## src/rtl/instr_encoder_if.sv

```systemverilog
// Request/response bundle for instr_encoder: field-level micro-op in, encoded RV32I word + word address out.
interface instr_encoder_if #(
  parameter int ADDR_W = 8
);
  logic              in_valid;
  logic              in_ready;
  logic [2:0]        in_type;
  logic [4:0]        in_rd;
  logic [4:0]        in_rs1;
  logic [4:0]        in_rs2;
  logic [2:0]        in_funct3;
  logic              in_funct7b5;
  logic [31:0]       in_imm;
  logic              out_valid;
  logic              out_ready;
  logic [31:0]       out_instr;
  logic [ADDR_W-1:0] out_addr;

  modport master (
    output in_valid, in_type, in_rd, in_rs1, in_rs2, in_funct3, in_funct7b5, in_imm, out_ready,
    input  in_ready, out_valid, out_instr, out_addr
  );

  modport slave (
    input  in_valid, in_type, in_rd, in_rs1, in_rs2, in_funct3, in_funct7b5, in_imm, out_ready,
    output in_ready, out_valid, out_instr, out_addr
  );
endinterface

```

## src/rtl/instr_encoder.sv

```systemverilog
// Streaming RV32I encoder: one-register output stage, 1-cycle latency, in_ready = !flush & (!out_valid | out_ready).
// ENC_RANGE_CHECK_EN: reject out-of-range immediates instead of truncating them.
module instr_encoder #(
  parameter int                ADDR_W    = 8,
  parameter logic [ADDR_W-1:0] BASE_ADDR = '0
) (
  input  logic                clk,
  input  logic                reset_n,
  input  logic                flush,
  instr_encoder_if.slave      bus,
  output logic                err,
  output logic                wrapped
);
  localparam logic [6:0] OP_R      = 7'b0110011;
  localparam logic [6:0] OP_I      = 7'b0010011;
  localparam logic [6:0] OP_LOAD   = 7'b0000011;
  localparam logic [6:0] OP_STORE  = 7'b0100011;
  localparam logic [6:0] OP_BRANCH = 7'b1100011;
  localparam logic [6:0] OP_JAL    = 7'b1101111;

  logic              r_out_valid;
  logic [31:0]       r_out_instr;
  logic [ADDR_W-1:0] r_out_addr;
  logic [ADDR_W-1:0] r_cnt;
  logic              r_err;
  logic              r_wrapped;

  logic        w_in_fire;
  logic        w_out_fire;
  logic        w_is_shift;
  logic        w_class_ok;
  logic        w_range_ok;
  logic [31:0] w_instr;
  logic [31:0] w_imm;

  assign w_imm      = bus.in_imm;
  assign w_is_shift = (bus.in_funct3 == 3'b001) || (bus.in_funct3 == 3'b101);

  always_comb begin
    w_instr    = '0;
    w_class_ok = 1'b1;
    case (bus.in_type)
      3'd0: w_instr = {1'b0, bus.in_funct7b5, 5'b0, bus.in_rs2, bus.in_rs1,
                       bus.in_funct3, bus.in_rd, OP_R};
      3'd1: begin
        if (w_is_shift)
          w_instr = {1'b0, bus.in_funct7b5, 5'b0, w_imm[4:0], bus.in_rs1,
                     bus.in_funct3, bus.in_rd, OP_I};
        else
          w_instr = {w_imm[11:0], bus.in_rs1, bus.in_funct3, bus.in_rd, OP_I};
      end
      3'd2: w_instr = {w_imm[11:0], bus.in_rs1, bus.in_funct3, bus.in_rd, OP_LOAD};
      3'd3: w_instr = {w_imm[11:5], bus.in_rs2, bus.in_rs1, bus.in_funct3,
                       w_imm[4:0], OP_STORE};
      3'd4: w_instr = {w_imm[12], w_imm[10:5], bus.in_rs2, bus.in_rs1,
                       bus.in_funct3, w_imm[4:1], w_imm[11], OP_BRANCH};
      3'd5: w_instr = {w_imm[20], w_imm[10:1], w_imm[11], w_imm[19:12],
                       bus.in_rd, OP_JAL};
      default: w_class_ok = 1'b0;
    endcase
  end

`ifdef ENC_RANGE_CHECK_EN
  logic signed [31:0] w_simm;
  assign w_simm = $signed(w_imm);

  always_comb begin
    w_range_ok = 1'b1;
    case (bus.in_type)
      3'd1: begin
        if (w_is_shift)
          w_range_ok = (w_simm >= 0) && (w_simm <= 31);
        else
          w_range_ok = (w_simm >= -2048) && (w_simm <= 2047);
      end
      3'd2, 3'd3: w_range_ok = (w_simm >= -2048) && (w_simm <= 2047);
      3'd4: w_range_ok = (w_simm >= -4096) && (w_simm <= 4094) && !w_imm[0];
      3'd5: w_range_ok = (w_simm >= -1048576) && (w_simm <= 1048574) && !w_imm[0];
      default: w_range_ok = 1'b1;
    endcase
  end
`else
  // Upper immediate bits are simply truncated away when no range check is built in.
  logic w_unused_imm;
  assign w_unused_imm = ^w_imm[31:21];
  assign w_range_ok   = 1'b1;
`endif

  assign bus.in_ready = !flush && (!r_out_valid || bus.out_ready);
  assign w_in_fire    = bus.in_valid && bus.in_ready;
  assign w_out_fire   = r_out_valid && bus.out_ready;

  always_ff @(posedge clk or negedge reset_n) begin
    if (!reset_n) begin
      r_out_valid <= 1'b0;
      r_out_instr <= '0;
      r_out_addr  <= BASE_ADDR;
      r_cnt       <= BASE_ADDR;
      r_err       <= 1'b0;
      r_wrapped   <= 1'b0;
    end else if (flush) begin
      r_out_valid <= 1'b0;
      r_cnt       <= BASE_ADDR;
      r_err       <= 1'b0;
      r_wrapped   <= 1'b0;
    end else if (w_in_fire) begin
      // A rejected request still drains the register: in_ready implies it was empty or handing off.
      if (w_class_ok && w_range_ok) begin
        r_out_valid <= 1'b1;
        r_out_instr <= w_instr;
        r_out_addr  <= r_cnt;
        r_cnt       <= r_cnt + 1'b1;
        if (r_cnt == {ADDR_W{1'b1}})
          r_wrapped <= 1'b1;
      end else begin
        r_out_valid <= 1'b0;
        r_err       <= 1'b1;
      end
    end else if (w_out_fire) begin
      r_out_valid <= 1'b0;
    end
  end

  assign bus.out_valid = r_out_valid;
  assign bus.out_instr = r_out_instr;
  assign bus.out_addr  = r_out_addr;
  assign err           = r_err;
  assign wrapped       = r_wrapped;
endmodule

```

## src/flat_wrapper.sv

```systemverilog
// flat-port wrapper written by rule: the top's interface ports become plain ports
module instr_encoder_flat 
#(
  parameter int                ADDR_W    = 8,
  parameter logic [ADDR_W-1:0] BASE_ADDR = '0
)
  (clk, reset_n, flush, err, wrapped, bus_in_valid, bus_in_type, bus_in_rd, bus_in_rs1, bus_in_rs2, bus_in_funct3, bus_in_funct7b5, bus_in_imm, bus_out_ready, bus_in_ready, bus_out_valid, bus_out_instr, bus_out_addr);
  instr_encoder_if #(.ADDR_W(ADDR_W)) bus_i ();
  input  logic clk;
  input  logic reset_n;
  input  logic flush;
  output logic err;
  output logic wrapped;
  input wire logic [$bits(bus_i.in_valid)-1:0] bus_in_valid;
  input wire logic [$bits(bus_i.in_type)-1:0] bus_in_type;
  input wire logic [$bits(bus_i.in_rd)-1:0] bus_in_rd;
  input wire logic [$bits(bus_i.in_rs1)-1:0] bus_in_rs1;
  input wire logic [$bits(bus_i.in_rs2)-1:0] bus_in_rs2;
  input wire logic [$bits(bus_i.in_funct3)-1:0] bus_in_funct3;
  input wire logic [$bits(bus_i.in_funct7b5)-1:0] bus_in_funct7b5;
  input wire logic [$bits(bus_i.in_imm)-1:0] bus_in_imm;
  input wire logic [$bits(bus_i.out_ready)-1:0] bus_out_ready;
  output wire logic [$bits(bus_i.in_ready)-1:0] bus_in_ready;
  output wire logic [$bits(bus_i.out_valid)-1:0] bus_out_valid;
  output wire logic [$bits(bus_i.out_instr)-1:0] bus_out_instr;
  output wire logic [$bits(bus_i.out_addr)-1:0] bus_out_addr;
  assign bus_i.in_valid = bus_in_valid;
  assign bus_i.in_type = bus_in_type;
  assign bus_i.in_rd = bus_in_rd;
  assign bus_i.in_rs1 = bus_in_rs1;
  assign bus_i.in_rs2 = bus_in_rs2;
  assign bus_i.in_funct3 = bus_in_funct3;
  assign bus_i.in_funct7b5 = bus_in_funct7b5;
  assign bus_i.in_imm = bus_in_imm;
  assign bus_i.out_ready = bus_out_ready;
  assign bus_in_ready = bus_i.in_ready;
  assign bus_out_valid = bus_i.out_valid;
  assign bus_out_instr = bus_i.out_instr;
  assign bus_out_addr = bus_i.out_addr;
  instr_encoder #(.ADDR_W(ADDR_W), .BASE_ADDR(BASE_ADDR)) u_core (.clk(clk), .reset_n(reset_n), .flush(flush), .bus(bus_i), .err(err), .wrapped(wrapped));
endmodule
```

## config.mk

```make
export PLATFORM = sky130hd
export DESIGN_NAME = instr_encoder_flat
export DESIGN_NICKNAME = d
export VERILOG_FILES = /design/src/rtl/instr_encoder_if.sv /design/src/rtl/instr_encoder.sv /design/src/flat_wrapper.sv
export SDC_FILE = /design/constraint.sdc
export NUM_CORES = 1
export LEC_CHECK = 0
export CAP_MARGIN = 20
export CELL_PAD_IN_SITES_DETAIL_PLACEMENT = 1
export CELL_PAD_IN_SITES_GLOBAL_PLACEMENT = 1
export CORE_AREA = 2 2 99 82
export DETAILED_ROUTE_END_ITERATION = 8
export DIE_AREA = 0 0 101 84
export PLACE_DENSITY = 0.82
export SLEW_MARGIN = 20
export SYNTH_ARGS = -nofsm -noshare
export SYNTH_HDL_FRONTEND = slang
export SYNTH_SLANG_ARGS = --single-unit
export TNS_END_PERCENT = 10
```

## constraint.sdc

```tcl
create_clock -name clk -period 2 [get_ports clk]
set_input_delay 0.3 -clock clk [delete_from_list [all_inputs] [get_ports clk]]
set_output_delay 0.3 -clock clk [all_outputs]
set_load 0.1 [all_outputs]
```

==> results.sh, run 1 <==
export IMPL_min_path_type="input port to async pin"
export IMPL_grt_pass1_vias=2348
export IMPL_worst_slack_ps=115.2
export IMPL_vias=2273
export IMPL_io_buffers=91
export IMPL_ios=103
export IMPL_max_cap_viol_count=0
export IMPL_synth_edf_count=0
export IMPL_slew_headroom=0.5630
export IMPL_dieArea_um2=8484
export IMPL_fp_dieW_um=101
export IMPL_finalPower_mw=3.546
export IMPL_htreeDepth=2
export IMPL_clock_power_share=0.212
export IMPL_initial_core_util=0.3241
export IMPL_yosysUniqueCellTypes=41
export IMPL_clock_path_buffers=2
export IMPL_hold_viol_final=0
export IMPL_start_kind="input port"
export IMPL_path_cells="clkdlybuf4s50_1, nand2b_1, a211oi_1, buf_4, mux2_2, mux2_2"
export IMPL_cp_common_cell="mux2_2"
export IMPL_ir_drop_v=0.0005918
export IMPL_final_area_um2=3591
export IMPL_reg2reg_setup_slack_ps=380
export IMPL_place_area_um2=3471
export IMPL_setup_tns_ps=0
export IMPL_grtUsageTotal=0.1737
export IMPL_rows=29
export IMPL_status="completed"
export IMPL_crit_path_start="bus_in_funct3[1]"
export IMPL_remaining_drc_errors=0
export IMPL_tightest_slew_ps=655.5
export IMPL_syn_num_nets=298
export IMPL_cts_sinks=49
export IMPL_drive_gt1_frac=0.2722
export IMPL_crit_slowest_cell="clkdlybuf4s50_1"
export IMPL_ys_seq_elements=49
export IMPL_routed_via_density=5.274
export IMPL_crit_type="input port to flop"
export IMPL_combPwrFrac=0.450
export IMPL_p_seq_frac=0.338
export IMPL_p_switching_mw=1.634
export IMPL_async_reset_ff_frac=1.000
export IMPL_synth_flop_cell="dfrtp_1"
export IMPL_synthCells=238
export IMPL_maxSlewViolCount=0
export IMPL_endpoint_kind="flop"
export IMPL_rr_endpoint="u_core.bus.out_instr[29]$_DFFE_PN0P_"
export IMPL_grt_first_pass_wirelength_mm=11.81
export IMPL_p_int_mw=1.911
export IMPL_grt_max_degree=26
export IMPL_cp_required_ps=2190
export IMPL_yosysWarnings=0
export IMPL_finClkSkew_ps=10.73
export IMPL_hold_buffers=0
export IMPL_dr_pass1_iters=4
export IMPL_worstSetupEndpoint="u_core.bus.out_instr[30]$_DFFE_PN0P_"
export IMPL_grt_overflow_total=0
export IMPL_dpl_worst_slack_ps=-172.7
export IMPL_clkLatencyLatePin_ps=300
export IMPL_routed_wl_mm=7.254
export IMPL_nets=397
export IMPL_synth_cell_area_um2=2470
export IMPL_rsz0062_at_grt="no"
export IMPL_die_h_um=84
export IMPL_pwr_density_cell_nw_per_um2=987.4
export IMPL_cts_tree="done"
export IMPL_core_area_um2=7620
export IMPL_worstRegToRegCells=5
export IMPL_syn_avg_cell_area_um2=10.38
export IMPL_antenna_found_initial=0
export IMPL_p_leak_nw=1.619
export IMPL_drt_initial_drc_count=80
export IMPL_worstPathArrival_ps=2080
export IMPL_cts_root_buf="clkbuf_8"
export IMPL_wire_per_inst_um=16.83
export IMPL_setup_viol=0
export IMPL_cts_made_buffers=5
export IMPL_r2r_start="u_core.bus.out_valid$_DFFE_PN0P_"
export IMPL_cts_setup_buffers=0
export IMPL_cts_clk_slew_worst_paths_ps=90
export IMPL_dp_hpwl_mm=5.500
export IMPL_syn_to_final_growth_pct=45.39
export IMPL_post_route_min_period_ps=1885
export IMPL_place_gp_congestion=0.8126
export IMPL_ys_seq_area_frac=0.4965
export IMPL_ant_nets=0
export IMPL_max_clock_freq_ghz=0.5306
export IMPL_final_util=0.4713
export IMPL_post_cts_resized=0
export IMPL_max_stage_delay_ps=430
export IMPL_finalCritPeriodShare=0.9424
export IMPL_p_sw_frac=0.4609
export IMPL_crit_fanout=2
export IMPL_antennaDiodeCount=0
power by group through the flow:
stage               clock (mW)  sequential (mW)  combinational, mW
detailed placement           0             1.21               1.60
CTS                      0.785             1.20               1.60
floorplan                    0             2.08              0.292
global route             0.835             1.22               1.65
finish                   0.752             1.20               1.59
global placement             0             1.21               1.58
through the flow:
stage / hold slack (ps) / instances
2_1_floorplan: 4.409 / 238
3_3_place_gp: 354.5 / 423
3_5_place_dp: 366.1 / 423
4_1_cts: 32.86 / 431
5_1_grt: 43.65 / 431
6_report: 13.28 / 431
layout by cell type (no fill, tap or decap), types with 4 or more instances in the layout:
cell	synthesis	routed
nand4_1	4	4
or3_1	4	4
dfrtp_1	49	49
a21oi_1	15	15
mux2i_1	7	7
nand2b_1	4	4
a22oi_1	5	5
o21ai_0	31	31
a32o_1	8	8
clkdlybuf4s50_1	0	46
nand2_1	23	23
clkbuf_8	0	6
inv_1	6	6
buf_4	4	60
nor2_1	10	9
mux2_2	11	11
a22o_1	7	7
buf_12	0	4
per-layer routing:
layer / part of all wire / wire length, um / GRT usage / vias up
li1: - / - / - / 1062
met1: 0.45 / 3265 / 0.2346 / 1126
met2: 0.47 / 3445 / 0.2861 / 76
met3: 0.065 / 475 / 0.04020 / 9
met4: 0.0094 / 68 / 0.03317 / 0
met5: 0 / 0 / 0 / -
cell families (layout without fill, tap and decap cells):
group / Yosys count / in the layout / share of synthesized area
adders and majority gates: 1 / 1 / 0.005065
AOI/OAI and AO/OA: 77 / 77 / 0.2047
DFF: 49 / 49 / 0.4965
xor gates and xnor gates: 4 / 4 / 0.01419
buffers and inverters: 25 / 125 / 0.05724
and+or+nand+nor: 61 / 61 / 0.1256
muxes: 21 / 21 / 0.09676
flip-flops by register name (all words and copies together) (netlist names):
signal                count
u_core.r_cnt              8
u_core.err                1
u_core.wrapped            1
u_core.bus.out_instr     30
u_core.bus.out_valid      1
u_core.bus.out_addr       8
cell usage after synthesis (all sizes together), types with 2 or more instances:
cell type,number,share of area
nand2,23,0.035
or3,4,0.010
a211oi,2,0.0061
nand4,4,0.010
mux2i,7,0.028
nor3,2,0.0041
and2,3,0.0076
o21ai,31,0.063
dfrtp,49,0.50
xor2,3,0.011
o22ai,2,0.0076
nor2b,3,0.0076
a22o,7,0.025
a32oi,2,0.0071
mux2,14,0.068
a32o,8,0.032
nand2b,4,0.010
inv,6,0.0091
nor2,11,0.018
buf,15,0.042
a22oi,5,0.015
clkbuf,4,0.0061
nand3,2,0.0041
a21oi,15,0.030
cell type report:
| type | count | area, um^2 |
|---|---|---|
| Sequential cell | 49 | 1226 |
| Clock buffer | 6 | 82.58 |
| Fill cell | 871 | 4029 |
| Multi-Input combinational cell | 164 | 1110 |
| Clock inverter | 2 | 37.54 |
| Timing Repair Buffer | 111 | 996.0 |
| Tap cell | 93 | 116.4 |
| Inverter | 6 | 22.52 |
worst max-delay path, delay by kind of cell:
| kind | cells | cell delay (ps) |
|---|---|---|
| compound gates | 1 | 400 |
| buf+inv | 2 | 620 |
| mux | 2 | 570 |
| simple gates | 1 | 180 |
worst min-delay path by stage:
stage,startpoint,end,slack [ps],depth (start not counted)
CTS,reset_n,u_core.bus.out_instr[18]$_DFFE_PN0P_,30,1
global placement,reset_n,u_core.bus.out_instr[18]$_DFFE_PN0P_,350,1
detailed placement,reset_n,u_core.bus.out_instr[18]$_DFFE_PN0P_,370,1
floorplan,reset_n,u_core.bus.out_addr[0]$_DFFE_PN0P_,4,0
global route,reset_n,u_core.bus.out_instr[18]$_DFFE_PN0P_,40,1
finish,reset_n,u_core.bus.out_instr[18]$_DFFE_PN0P_,10,1
Power figures use the tool's default switching activity.
==> inputs of run 2 (changes only) <==
--- a/config.mk
+++ b/config.mk
@@ -5,10 +5,10 @@
 export SDC_FILE = /design/constraint.sdc
 export NUM_CORES = 1
 export LEC_CHECK = 0
-export CAP_MARGIN = 20
 export CELL_PAD_IN_SITES_DETAIL_PLACEMENT = 1
 export CELL_PAD_IN_SITES_GLOBAL_PLACEMENT = 1
 export CORE_AREA = 2 2 99 82
+export CTS_CLUSTER_DIAMETER = 60
 export DETAILED_ROUTE_END_ITERATION = 8
 export DIE_AREA = 0 0 101 84
 export PLACE_DENSITY = 0.82
==> results of run 2 <==
No change in the layout: final DEF, timing and power equal those of run 1.
==> inputs of run 3 (changes only) <==
--- a/config.mk
+++ b/config.mk
@@ -7,11 +7,12 @@
 export LEC_CHECK = 0
 export CELL_PAD_IN_SITES_DETAIL_PLACEMENT = 1
 export CELL_PAD_IN_SITES_GLOBAL_PLACEMENT = 1
-export CORE_AREA = 2 2 99 82
+export CORE_AREA = 2 2 115 94
+export CTS_BUF_LIST = sky130_fd_sc_hd__clkbuf_16
 export CTS_CLUSTER_DIAMETER = 60
 export DETAILED_ROUTE_END_ITERATION = 8
-export DIE_AREA = 0 0 101 84
-export PLACE_DENSITY = 0.82
+export DIE_AREA = 0 0 117 96
+export PLACE_DENSITY = 0.64
 export SLEW_MARGIN = 20
 export SYNTH_ARGS = -nofsm -noshare
 export SYNTH_HDL_FRONTEND = slang
==> constraint.sdc (replaced) <==
create_clock -name clk -period 2.4 [get_ports clk]
set_input_delay 0.36 -clock clk [delete_from_list [all_inputs] [get_ports clk]]
set_output_delay 0.36 -clock clk [all_outputs]
set_load 0.1 [all_outputs]
==> results.sh, run 3 (synthesis results as in run 1) <==
export IMPL_wire_per_inst_um=15.60
export IMPL_dp_hpwl_mm=5.536
export IMPL_initial_core_util=0.2442
export IMPL_cts_setup_buffers=0
export IMPL_slew_headroom=0.6111
export IMPL_grt_max_degree=29
export IMPL_setup_tns_ps=0
export IMPL_finalCritPeriodShare=0.8043
export IMPL_antenna_found_initial=0
export IMPL_io_buffers=91
export IMPL_crit_fanout=7
export IMPL_drive_gt1_frac=0.2583
export IMPL_p_seq_frac=0.330
export IMPL_min_path_type="input port to async pin"
export IMPL_ant_nets=0
export IMPL_rows=33
export IMPL_crit_type="input port to flop"
export IMPL_post_route_min_period_ps=1930
export IMPL_worstPathArrival_ps=2110
export IMPL_ios=103
export IMPL_finClkSkew_ps=4.404
export IMPL_tightest_slew_ps=583.4
export IMPL_drt_initial_drc_count=70
export IMPL_dpl_worst_slack_ps=95.31
export IMPL_hold_viol_final=0
export IMPL_pwr_density_cell_nw_per_um2=834.7
export IMPL_finalPower_mw=3.009
export IMPL_clock_path_buffers=2
export IMPL_max_clock_freq_ghz=0.5181
export IMPL_status="completed"
export IMPL_post_cts_resized=0
export IMPL_dp_cells=465
export IMPL_fp_dieW_um=117
export IMPL_remaining_drc_errors=0
export IMPL_grt_first_pass_wirelength_mm=11.40
export IMPL_dr_pass1_iters=4
export IMPL_routed_via_density=4.573
export IMPL_cts_sinks=49
export IMPL_maxSlewViolCount=0
export IMPL_grtUsageTotal=0.1325
export IMPL_routed_wl_mm=7.379
export IMPL_endpoint_kind="flop"
export IMPL_core_area_um2=10120
export IMPL_multi_input_area_um2=1105
export IMPL_nets=392
export IMPL_dieArea_um2=11230
export IMPL_p_int_mw=1.628
export IMPL_clkLatencyLatePin_ps=290
export IMPL_grt_overflow_total=0
export IMPL_cts_clk_slew_worst_paths_ps=70
export IMPL_largest_reg_flops=30
export IMPL_layout_commonest_cell="buf_4"
export IMPL_die_h_um=96
export IMPL_setup_viol=0
export IMPL_htreeDepth=2
export IMPL_grt_pass1_vias=2221
export IMPL_combPwrFrac=0.438
export IMPL_cts_tree="done"
export IMPL_layout_common_cells="buf_4, dfrtp_1, clkdlybuf4s50_1, o21ai_0, nand2_1"
export IMPL_hold_buffers=0
export IMPL_fillCellCount=1165
export IMPL_max_cap_viol_count=0
export IMPL_worst_slack_ps=469.7
export IMPL_start_kind="input port"
export IMPL_vias=2163
export IMPL_cts_root_buf="clkbuf_16"
export IMPL_cp_required_ps=2580
export IMPL_syn_to_final_growth_pct=45.95
export IMPL_clock_power_share=0.232
export IMPL_p_leak_nw=1.595
export IMPL_p_sw_frac=0.4588
export IMPL_seq_area_um2=1226
export IMPL_p_switching_mw=1.381
export IMPL_stdcell_count=473
export IMPL_antennaDiodeCount=0
export IMPL_cts_made_buffers=5
export IMPL_ir_drop_v=0.0004886
export IMPL_rsz0062_at_grt="no"
export IMPL_place_gp_congestion=0.7412
run 3: path summary, 6_finish.rpt:
| check | start | to | slack [ps] | depth (start not counted) |
|---|---|---|---|---|
| max | bus_in_type[2] | u_core.bus.out_instr[30]$_DFFE_PN0P_ | 470 | 6 |
| min | reset_n | u_core.bus.out_addr[5]$_DFFE_PN0P_ | 70 | 1 |
| min reg2reg | u_core.bus.out_instr[10]$_DFFE_PN0P_ | u_core.bus.out_instr[10]$_DFFE_PN0P_ | 490 | 2 |
| max in group asynchronous | reset_n | u_core.bus.out_instr[9]$_DFFE_PN0P_ | 1780 | 2 |
| max reg2reg | u_core.bus.out_valid$_DFFE_PN0P_ | u_core.bus.out_instr[29]$_DFFE_PN0P_ | 750 | 5 |
| min in group clk | u_core.bus.out_instr[10]$_DFFE_PN0P_ | u_core.bus.out_instr[10]$_DFFE_PN0P_ | 490 | 2 |
run 3: area by class of cell:
| class | instances | area share |
|---|---|---|
| sequential | 49 | 0.3402 |
| inverter | 6 | 0.006248 |
| timing repair buffer | 106 | 0.2589 |
| clock buffer | 5 | 0.03471 |
| multi-input combinational | 164 | 0.3065 |
| tap | 140 | 0.04859 |
| clock inverter | 3 | 0.004859 |
run 3: per-stage QoR:
step,util,hold slack [ps],instance area (um^2)
floorplan,-,64.41,2472
global placement,0.3422,384.0,3462
detailed placement,0.3422,396.0,3462
CTS,0.3563,80.94,3605
global route,0.3563,105.8,3605
finish,0.3563,68.11,3605
run 3: power groups by stage:
| stage | logic, mW | clock network, mW | registers (mW) |
|---|---|---|---|
| floorplan | 0.242 | 0 | 1.73 |
| global placement | 1.32 | 0 | 1.01 |
| detailed placement | 1.33 | 0 | 1.01 |
| CTS | 1.33 | 0.725 | 0.996 |
| global route | 1.37 | 0.753 | 1.01 |
| finish | 1.32 | 0.698 | 0.992 |
run 3: worst max-delay path, stage by stage:
cell and delay (ps):
clkdlybuf4s50_1 500, buf_4 200, a211oi_1 290, buf_4 170, mux2_2 320, mux2_2 260
run 3: metal layers:
layer  track usage  up-vias  routed length, um
li1              -     1051                  -
met1        0.1782     1059               3403
met2        0.2119       46               3527
met4       0.04020        0                 87
met3       0.03149        7                360
met5             0        -                  0
